--- src/rtl/pose_defs.sv ---
// Pose keyboard definitions: scan codes, key indices and the per-key step command lookup.
// ORIENT_KEYS_EN widens the bitmap to 10 keys with the arrow keys as orientation steps.
package pose_defs;

`ifdef ORIENT_KEYS_EN
  localparam int unsigned NKEYS = 10;
`else
  localparam int unsigned NKEYS = 6;
`endif
  localparam int unsigned IDX_W = $clog2(NKEYS);

  localparam logic [7:0] SC_W     = 8'h1D;
  localparam logic [7:0] SC_A     = 8'h1C;
  localparam logic [7:0] SC_S     = 8'h1B;
  localparam logic [7:0] SC_D     = 8'h23;
  localparam logic [7:0] SC_SHIFT = 8'h12;
  localparam logic [7:0] SC_SPACE = 8'h29;
  localparam logic [7:0] SC_EXT   = 8'hE0;
  localparam logic [7:0] SC_BRK   = 8'hF0;
  localparam logic [7:0] SC_UP    = 8'h75;
  localparam logic [7:0] SC_DOWN  = 8'h72;
  localparam logic [7:0] SC_LEFT  = 8'h6B;
  localparam logic [7:0] SC_RIGHT = 8'h74;

  localparam int KEY_W     = 0;
  localparam int KEY_A     = 1;
  localparam int KEY_S     = 2;
  localparam int KEY_D     = 3;
  localparam int KEY_SHIFT = 4;
  localparam int KEY_SPACE = 5;
  localparam int KEY_UP    = 6;
  localparam int KEY_DOWN  = 7;
  localparam int KEY_LEFT  = 8;
  localparam int KEY_RIGHT = 9;

  typedef enum logic [1:0] {AxisX = 2'd0, AxisY = 2'd1, AxisZ = 2'd2} axis_e;

  typedef struct packed {
    logic  kind;
    axis_e axis;
    logic  dir;
  } step_cmd_t;

  function automatic logic [NKEYS-1:0] base_key_mask(input logic [7:0] code);
    logic [NKEYS-1:0] m;
    m = '0;
    case (code)
      SC_W:     m[KEY_W]     = 1'b1;
      SC_A:     m[KEY_A]     = 1'b1;
      SC_S:     m[KEY_S]     = 1'b1;
      SC_D:     m[KEY_D]     = 1'b1;
      SC_SHIFT: m[KEY_SHIFT] = 1'b1;
      SC_SPACE: m[KEY_SPACE] = 1'b1;
      default:  m = '0;
    endcase
    return m;
  endfunction

`ifdef ORIENT_KEYS_EN
  function automatic logic [NKEYS-1:0] ext_key_mask(input logic [7:0] code);
    logic [NKEYS-1:0] m;
    m = '0;
    case (code)
      SC_UP:    m[KEY_UP]    = 1'b1;
      SC_DOWN:  m[KEY_DOWN]  = 1'b1;
      SC_LEFT:  m[KEY_LEFT]  = 1'b1;
      SC_RIGHT: m[KEY_RIGHT] = 1'b1;
      default:  m = '0;
    endcase
    return m;
  endfunction
`endif

  // Opposing keys on one axis cancel: both bits are dropped.
  function automatic logic [NKEYS-1:0] drop_opposing(input logic [NKEYS-1:0] k);
    logic [NKEYS-1:0] r;
    r = k;
    if (k[KEY_W] && k[KEY_S]) begin
      r[KEY_W] = 1'b0;
      r[KEY_S] = 1'b0;
    end
    if (k[KEY_A] && k[KEY_D]) begin
      r[KEY_A] = 1'b0;
      r[KEY_D] = 1'b0;
    end
    if (k[KEY_SHIFT] && k[KEY_SPACE]) begin
      r[KEY_SHIFT] = 1'b0;
      r[KEY_SPACE] = 1'b0;
    end
`ifdef ORIENT_KEYS_EN
    if (k[KEY_UP] && k[KEY_DOWN]) begin
      r[KEY_UP]   = 1'b0;
      r[KEY_DOWN] = 1'b0;
    end
    if (k[KEY_LEFT] && k[KEY_RIGHT]) begin
      r[KEY_LEFT]  = 1'b0;
      r[KEY_RIGHT] = 1'b0;
    end
`endif
    return r;
  endfunction

  function automatic step_cmd_t key_cmd(input logic [IDX_W-1:0] idx);
    step_cmd_t c;
    c = '{kind: 1'b0, axis: AxisX, dir: 1'b0};
    case (int'(idx))
      KEY_W:     c = '{kind: 1'b0, axis: AxisZ, dir: 1'b0};
      KEY_A:     c = '{kind: 1'b0, axis: AxisX, dir: 1'b0};
      KEY_S:     c = '{kind: 1'b0, axis: AxisZ, dir: 1'b1};
      KEY_D:     c = '{kind: 1'b0, axis: AxisX, dir: 1'b1};
      KEY_SHIFT: c = '{kind: 1'b0, axis: AxisY, dir: 1'b0};
      KEY_SPACE: c = '{kind: 1'b0, axis: AxisY, dir: 1'b1};
`ifdef ORIENT_KEYS_EN
      KEY_UP:    c = '{kind: 1'b1, axis: AxisY, dir: 1'b1};
      KEY_DOWN:  c = '{kind: 1'b1, axis: AxisY, dir: 1'b0};
      KEY_LEFT:  c = '{kind: 1'b1, axis: AxisX, dir: 1'b0};
      KEY_RIGHT: c = '{kind: 1'b1, axis: AxisX, dir: 1'b1};
`endif
      default:   c = '{kind: 1'b0, axis: AxisX, dir: 1'b0};
    endcase
    return c;
  endfunction

  // Lowest set bit at or after start, wrapping; returns start when snap is empty.
  function automatic logic [IDX_W-1:0] rr_pick(input logic [NKEYS-1:0] snap,
                                               input logic [IDX_W-1:0] start);
    logic [2*NKEYS-1:0] dbl;
    logic [NKEYS-1:0]   rot;
    int                 off;
    int                 sum;
    dbl = {snap, snap} >> start;
    rot = dbl[NKEYS-1:0];
    off = 0;
    for (int i = int'(NKEYS) - 1; i >= 0; i--) begin
      if (rot[i]) off = i;
    end
    sum = int'(start) + off;
    if (sum >= int'(NKEYS)) sum = sum - int'(NKEYS);
    return IDX_W'(sum);
  endfunction

  function automatic logic [IDX_W-1:0] inc_idx(input logic [IDX_W-1:0] idx);
    return (int'(idx) == int'(NKEYS) - 1) ? '0 : idx + 1'b1;
  endfunction

endpackage

--- src/rtl/ps2_key_tracker.sv ---
// PS/2 make/break parser maintaining the held-key bitmap.
// With ORIENT_KEYS_EN, E0-prefixed arrow keys also set/clear bitmap bits.
module ps2_key_tracker
  import pose_defs::*;
(
  input  logic             CLOCK_50,
  input  logic             reset,
  input  logic [7:0]       scan_code,
  input  logic             scan_valid,
  output logic [NKEYS-1:0] held_keys
);

  typedef enum logic [1:0] {PIdle, PExt, PBrk, PExtBrk} parse_state_e;

  parse_state_e     state;
  logic [NKEYS-1:0] base_mask;
  logic [NKEYS-1:0] ext_mask;

  assign base_mask = base_key_mask(scan_code);
`ifdef ORIENT_KEYS_EN
  assign ext_mask = ext_key_mask(scan_code);
`else
  assign ext_mask = '0;
`endif

  always_ff @(posedge CLOCK_50) begin
    if (reset) begin
      state     <= PIdle;
      held_keys <= '0;
    end else if (scan_valid) begin
      unique case (state)
        PIdle: begin
          if (scan_code == SC_EXT) begin
            state <= PExt;
          end else if (scan_code == SC_BRK) begin
            state <= PBrk;
          end else begin
            held_keys <= held_keys | base_mask;
            state     <= PIdle;
          end
        end
        PExt: begin
          if (scan_code == SC_BRK) begin
            state <= PExtBrk;
          end else begin
            held_keys <= held_keys | ext_mask;
            state     <= PIdle;
          end
        end
        PBrk: begin
          held_keys <= held_keys & ~base_mask;
          state     <= PIdle;
        end
        PExtBrk: begin
          held_keys <= held_keys & ~ext_mask;
          state     <= PIdle;
        end
        default: state <= PIdle;
      endcase
    end
  end

endmodule

--- src/rtl/pose_step_scheduler.sv ---
// Rate-limited step scheduler: snapshots held keys every tick and issues them round-robin.
// ORIENT_KEYS_EN enables the orientation (arrow key) steps.
module pose_step_scheduler
  import pose_defs::*;
#(
  parameter int unsigned TICK_CYCLES = 10_000_000
) (
  input  logic             CLOCK_50,
  input  logic             reset,
  input  logic [7:0]       scan_code,
  input  logic             scan_valid,
  output logic             step_valid,
  input  logic             step_ready,
  output logic             step_kind,
  output logic [1:0]       step_axis,
  output logic             step_dir,
  output logic [NKEYS-1:0] held_keys,
  output logic             overrun
);

  localparam int unsigned CNT_W = $clog2(TICK_CYCLES);

  typedef enum logic {SIdle, SIssue} issue_state_e;

  issue_state_e     state;
  logic [CNT_W-1:0] tick_cnt;
  logic             tick;
  logic [NKEYS-1:0] snapshot;
  logic [IDX_W-1:0] rr_ptr;
  logic [IDX_W-1:0] cur_idx;
  logic [NKEYS-1:0] cur_mask;
  logic [NKEYS-1:0] snap_rem;
  logic [NKEYS-1:0] pick_src;
  logic [IDX_W-1:0] next_start;
  logic [IDX_W-1:0] pick_start;
  logic [IDX_W-1:0] pick;
  step_cmd_t        pick_cmd;

  ps2_key_tracker u_tracker (
    .CLOCK_50  (CLOCK_50),
    .reset     (reset),
    .scan_code (scan_code),
    .scan_valid(scan_valid),
    .held_keys (held_keys)
  );

  assign tick = (held_keys != '0) && (tick_cnt == CNT_W'(TICK_CYCLES - 1));

  // While issuing, look ahead past the step currently on the bus so the next one
  // can follow in the cycle after the handshake.
  assign cur_mask   = {{(NKEYS - 1){1'b0}}, 1'b1} << cur_idx;
  assign snap_rem   = snapshot & ~cur_mask;
  assign next_start = inc_idx(cur_idx);
  assign pick_src   = (state == SIssue) ? snap_rem : snapshot;
  assign pick_start = (state == SIssue) ? next_start : rr_ptr;
  assign pick       = rr_pick(pick_src, pick_start);
  assign pick_cmd   = key_cmd(pick);

  always_ff @(posedge CLOCK_50) begin
    if (reset) begin
      state      <= SIdle;
      tick_cnt   <= '0;
      snapshot   <= '0;
      rr_ptr     <= '0;
      cur_idx    <= '0;
      step_valid <= 1'b0;
      step_kind  <= 1'b0;
      step_axis  <= 2'd0;
      step_dir   <= 1'b0;
      overrun    <= 1'b0;
    end else begin
      if (held_keys == '0 || tick) begin
        tick_cnt <= '0;
      end else begin
        tick_cnt <= tick_cnt + 1'b1;
      end

      // Snapshot is non-zero throughout SIssue, so the tick load and the
      // handshake update below never coincide.
      if (tick) begin
        if (snapshot == '0) begin
          snapshot <= drop_opposing(held_keys);
        end else begin
          overrun <= 1'b1;
        end
      end

      unique case (state)
        SIdle: begin
          if (snapshot != '0) begin
            state                              <= SIssue;
            step_valid                         <= 1'b1;
            cur_idx                            <= pick;
            {step_kind, step_axis, step_dir}   <= pick_cmd;
          end
        end
        SIssue: begin
          if (step_ready) begin
            snapshot <= snap_rem;
            rr_ptr   <= next_start;
            if (snap_rem == '0) begin
              state      <= SIdle;
              step_valid <= 1'b0;
            end else begin
              cur_idx                          <= pick;
              {step_kind, step_axis, step_dir} <= pick_cmd;
            end
          end
        end
        default: state <= SIdle;
      endcase
    end
  end

endmodule
--- config.mk ---
export PLATFORM = sky130hd
export DESIGN_NAME = pose_step_scheduler
export DESIGN_NICKNAME = d
export VERILOG_FILES = /design/src/rtl/pose_defs.sv /design/src/rtl/ps2_key_tracker.sv /design/src/rtl/pose_step_scheduler.sv
export SDC_FILE = /design/constraint.sdc
export NUM_CORES = 1
export LEC_CHECK = 0
export BUFFER_PORTS_ARGS = -buffer_cell sky130_fd_sc_hd__buf_2
export CAP_MARGIN = 5
export CORE_MARGIN = 3
export CORE_UTILIZATION = 43
export DETAILED_ROUTE_END_ITERATION = 6
export SLEW_MARGIN = 20
export SYNTH_ARGS = -nofsm -noshare
export SYNTH_HDL_FRONTEND = slang
export SYNTH_SLANG_ARGS = --single-unit
--- constraint.sdc ---
create_clock -name CLOCK_50 -period 4.9 [get_ports CLOCK_50]
set_clock_uncertainty 0.2 [all_clocks]
set_input_delay 0.245 -clock CLOCK_50 [delete_from_list [all_inputs] [get_ports CLOCK_50]]
set_output_delay 0.245 -clock CLOCK_50 [all_outputs]
set_load 0.02 [all_outputs]
=== After elaboration in Yosys (flattened, before gate mapping) ===
Cells that the tools add are included.

* Bits of input ports: 12
* Flip-flop bits (word level): 51
* Word-level logic and storage cells: 127

* Reduce and logical (&&, ||, !) cells: 20
* Bitwise gates (word level): 8
* Shift operators: 2
* Add/sub/neg operators: 4
* Eq/ne operators: 23
* Magnitude comparators: 1
* Multiplexer cells: 57

{| class="wikitable"
|+ Operators by type and width
! kind !! number
|-
| $mux W32 || 5
|-
| $mux W6 || 7
|-
| $add A4 B32 Y32 || 1
|-
| $eq A8 B5 Y1 const B || 4
|-
| $ge A32 B4 Y1 const B || 1
|-
| $add A24 B1 Y24 const B || 1
|-
| $eq A24 B24 Y1 const B || 1
|-
| $mux W1 || 22
|-
| $mux W3 || 7
|-
| $logic_not A6 Y1 || 3
|-
| $eq A8 B6 Y1 const B || 2
|-
| $eq A8 B8 Y1 const B || 2
|-
| $pmux W3 S5 || 1
|-
| $mux W2 || 7
|-
| $and A6 B6 Y6 || 2
|-
| $not A6 Y6 || 2
|-
| $pmux W6 S2 || 1
|-
| $reduce_bool A6 Y1 || 2
|-
| $shr A12 B3 Y6 || 1
|-
| $ne A2 B2 Y1 const B || 5
|-
| $eq A3 B3 Y1 const B || 3
|-
| $pmux W1 S2 || 4
|-
| $eq A3 B2 Y1 const B || 2
|-
| $or A6 B6 Y6 || 1
|-
| 18 further kinds || 28
|}

=== Logic depth before layout (Yosys ltp) ===
* Word-level depth: 19
* Gate-level depth with buffers: 20
* Gate-level depth less buffers: 17

=== Cells and area by module ===
From an unflattened synthesis, not the netlist that was laid out.

* Cells, all modules: 371
* Area, all modules: 3,072.9 um2

{| class="wikitable"
|+ Modules (own cells, without submodules)
! module !! cells an instance !! area an instance (um2) !! times used
|-
| pose_step_scheduler || 329 || 2,600.0 || 1
|-
| ps2_key_tracker || 42 || 473.0 || 1
|}

=== Worst setup path after synthesis ===
No wires, ideal clock.

* Kind: register to register
* Start: reg cur_idx[0]
* End: reg step_dir
* Path buffers: 2
* Cell stages (with the launch flop): 18
* Slack: 0.883 ns
* Data arrival time: 3.726 ns
* Cell sequence: dfxtp_1 buf_4 buf_2 and2_1 ha_1 nand3b_1 a21boi_0 a211oi_2 or2_1 and2_4 o41ai_2 fa_1 ha_1 inv_1 a2bb2o_1 a21oi_1 nand2_1 a311oi_1

* Word-level cells in the longest chain between the ends: 19
* Elaborated cells on any way between the ends: 32
* Those cells by class: add/sub (3); order compare (1); eq/ne (6); shift (2); mux (15); bitwise (2); reduce/logical (3)

{| class="wikitable"
|+ RTL lines
! what !! line !! source
|-
| start, declared || pose_step_scheduler.sv:30 || <nowiki>logic [IDX_W-1:0] cur_idx;</nowiki>
|-
| start signal, assigned || pose_step_scheduler.sv:93 || <nowiki>cur_idx <= pick;</nowiki>
|-
| start signal, assigned || pose_step_scheduler.sv:105 || <nowiki>cur_idx <= pick;</nowiki>
|-
| parallel branches: the longest is 19 deep, another holds $add A4 B32 Y32 || n/a ||
|-
| end signal, assigned || pose_step_scheduler.sv:94 || <nowiki>{step_kind, step_axis, step_dir} <= pick_cmd;</nowiki>
|-
| end signal, assigned || pose_step_scheduler.sv:106 || <nowiki>{step_kind, step_axis, step_dir} <= pick_cmd;</nowiki>
|-
| end, declared || pose_step_scheduler.sv:16 || <nowiki>output logic step_dir,</nowiki>
|}

Several ways; the timed one is not identified. The select of a mux whose other input is x is not followed.
A chain may end at the register's enable or synchronous reset.

=== Worst setup path in the final report ===
* Start: reg cur_idx[1]
* End: reg step_dir

Same word-level chain as after synthesis.

==> impl_metrics.tcl <==
set metrics [dict create \
    status "finished clean" \
    overflow 0 \
    worstSetupStartpointType "register" \
    synth_edf_count 0 \
    drtIter0Drc 147 \
    ys_seq_elements 50 \
    grt_pass1_wl_mm 11.5 \
    fin_setup_tns_ns 0 \
    async_reset_ff_share_pct 0 \
    met3_usage_pct 2.34 \
    final-hold-violation-count 0 \
    hpwl_mm 4.84 \
    avgSynthCellArea_sq_um 7.99 \
    final_util_pct 49.7 \
    cts_tree "built" \
    wl_per_cell_um 13.5 \
    ioPinCount 24 \
    ys_seq_area_share_pct 33.2 \
    synth_area_sq_um 3020 \
    start_util_pct 46.0 \
    yosys_warnings 0 \
    max_freq_mhz 227 \
    nets 412 \
    grt_pass1_vias 2518 \
    dieArea_sq_um 8060 \
    worstHoldStart "scan_valid" \
    routed_wl_mm 6.55 \
    diodes 0 \
    ir_drop_uv 164 \
    reg2reg_from "cur_idx[1]$_SDFFE_PP0P_" \
    synth_top_area_cell "dfxtp_1" \
    area_growth_pct 8.08 \
    floorplan.rows 29 \
    numCtsBuffers 5 \
    coreArea_sq_um 6570 \
    slew_violations 0 \
    ys.flop_type "dfxtp_1" \
    gp_congestion 0.837 \
    drive_above_1_share_pct 12.0 \
    first_pass_iters 4 \
    clk_path_buf_depth 2 \
    antenna_found_initial 0 \
    portBuffers 22 \
    p_total_mw 0.656 \
    fin_crit_sh_pct 89.9 \
    synth_fp_nets 397 \
    ant_nets 0 \
    root_buffer "clkbuf_8" \
    worstSkewPairLatency_ns 0.31 \
    synth_top_area_share_pct 33.2 \
    route.detailed.drc 0 \
    fp.dieH_um 89.8 \
    fin_crit_ns 4.41 \
    top_usage_layer "met2" \
    max-cap-violations 0 \
    cts_sinks 50 \
    vias 2659 \
    synthCells 378 \
    met1_usage_pct 24.4 \
    slew_headroom_pct 49.8 \
    power.leakage_nw 1.14 \
    grt_max_degree 27 \
    rsz0062_at_grt "false" \
    clkTransAtPathRegs_ns 0.09 \
    endpoint_kind "register" \
    setup_viol 0 \
    ys_types 67 \
    holdCritPathClass "input port to register" \
    crit_arrival_ns 4.43 \
    startpoint "cur_idx[1]$_SDFFE_PP0P_" \
    vias_per_cell 5.47 \
    cts.htree.levels 2 \
    worst-path-max-fanout 15 \
    grt_use_total_pct 16.6 \
    tightestPinTransition_ns 0.752 \
    powerDensity_nw_per_um2 201 \
    worstSetupPathType "register to register" \
    die_w_um 89.8 \
    grtUsageMet2_pct 25.5 \
    cp_data_required_time_ns 4.92 \
    synth_area_leaders "dfxtp_1, nor2_1, nand2_1, mux2i_1, xnor2_1" \
]
[per-layer routing]
layer  share of wire (%)  vias to the layer above
met5                   0                        -
met4                 1.3                        0
met3                 3.0                       11
met2                  43                       45
met1                  52                     1225
li1                    -                     1378
[timing repair]
item / CTS / global route
hold buffers: 0 / 0
buffers inserted: 0 / 0
endpoints found under the hold margin: 0 / 0
setup endpoints to repair: 0 / 1
resized for setup: 0 / 1
[through the flow]
step | instances | area [sq um] | hold WS (ns) | worst slack (ns)
2_1_floorplan | 378 | 3020 | 0.193 | 0.883
3_3_place_gp | 479 | 3180 | 0.246 | 0.549
3_5_place_dp | 479 | 3180 | 0.250 | 0.351
4_1_cts | 486 | 3260 | 0.00709 | 0.356
5_1_grt | 486 | 3260 | 0.0377 | 0.0320
6_report | 486 | 3260 | 0.0146 | 0.494
[area by class of cell]
type | instances | area [sq um]
Fill cell | 672 | 3300
Multi-Input combinational cell | 292 | 1850
Sequential cell | 50 | 1000
Timing Repair Buffer | 24 | 125
Tap cell | 93 | 116
Inverter | 20 | 87.6
Clock buffer | 5 | 68.8
Clock inverter | 2 | 15.0
[critical path, stage by stage, from the launching register on]
cell,delay (ns)
dfxtp_1,0.59
or3b_1,0.22
a31o_2,0.35
clkinv_8,0.11
a221oi_1,0.42
o21ai_0,0.21
a32oi_1,0.24
o32ai_1,0.11
ha_1,0.22
fa_1,0.42
xor2_1,0.17
ha_1,0.27
inv_1,0.03
a2bb2o_1,0.28
a21oi_1,0.17
nand2_1,0.07
a311oi_1,0.22
[layout by cell type, fill, tap and decap left out, types with 5 or more instances in the layout]
cell type | Yosys | final
nand2b_1 | 7 | 7
xnor2_1 | 11 | 11
o211ai_1 | 5 | 5
or3_1 | 6 | 6
nand3b_1 | 5 | 5
nand4_1 | 8 | 8
inv_1 | 19 | 19
buf_2 | 5 | 22
o21ai_0 | 16 | 16
nand3_1 | 12 | 12
nor3_1 | 11 | 11
nand2_1 | 27 | 27
a31oi_1 | 5 | 5
clkbuf_8 | 0 | 5
a21oi_1 | 18 | 18
ha_1 | 6 | 6
and2_1 | 5 | 5
nor2_1 | 57 | 57
xor2_1 | 10 | 10
dfxtp_1 | 50 | 50
mux2i_1 | 10 | 10
[synth_stat cells (4+ instances only)]
cell type / n
nor3_1: 11
and3_1: 4
or3_1: 6
a211oi_1: 4
a31oi_1: 5
xor2_1: 10
nand4b_1: 4
ha_1: 6
nor2_1: 57
nand2b_1: 7
clkbuf_1: 8
dfxtp_1: 50
nand3_1: 12
buf_2: 5
and2_1: 5
nor2b_1: 4
nand3b_1: 5
xnor2_1: 11
nand2_1: 27
nand4_1: 8
o21ai_0: 16
o211ai_1: 5
a21oi_1: 18
mux2i_1: 10
inv_1: 19
[cells by family (layout without fill, tap and decap cells)]
kind of cell               Yosys count  in the layout  synth area share, %
AOI/OAI and AO/OA                   80             80                 18.5
and+or+nand+nor                    170            170                 28.9
DFF                                 50             50                 33.2
muxes                               13             13                 4.52
buffers and inverters               36             51                 5.59
other                                1              1                0.124
xor gates and xnor gates            21             21                 6.09
adders and majority gates            7              7                 3.15
[final timing paths]
| path | endpoint | slack [ns] | depth (start not counted) |
|---|---|---|---|
| worst max-delay path | step_dir$_SDFFE_PP0P_ | 0.49 | 16 |
| worst min register to register | rr_ptr[2]$_SDFFE_PP0P_ | 0.26 | 2 |
| worst min-delay path | u_tracker.state[1]$_SDFFE_PP0P_ | 0.01 | 3 |
| worst max register to register | step_dir$_SDFFE_PP0P_ | 0.49 | 16 |
[report_power, final]
group	internal, mW	total (mW)	switching (mW)
clock	0.0976	0.233	0.135
sequential	0.406	0.406	0.000256
combinational	0.00535	0.0169	0.0116
total	0.509	0.656	0.147
No activity file was read; power rests on OpenSTA's default activity.
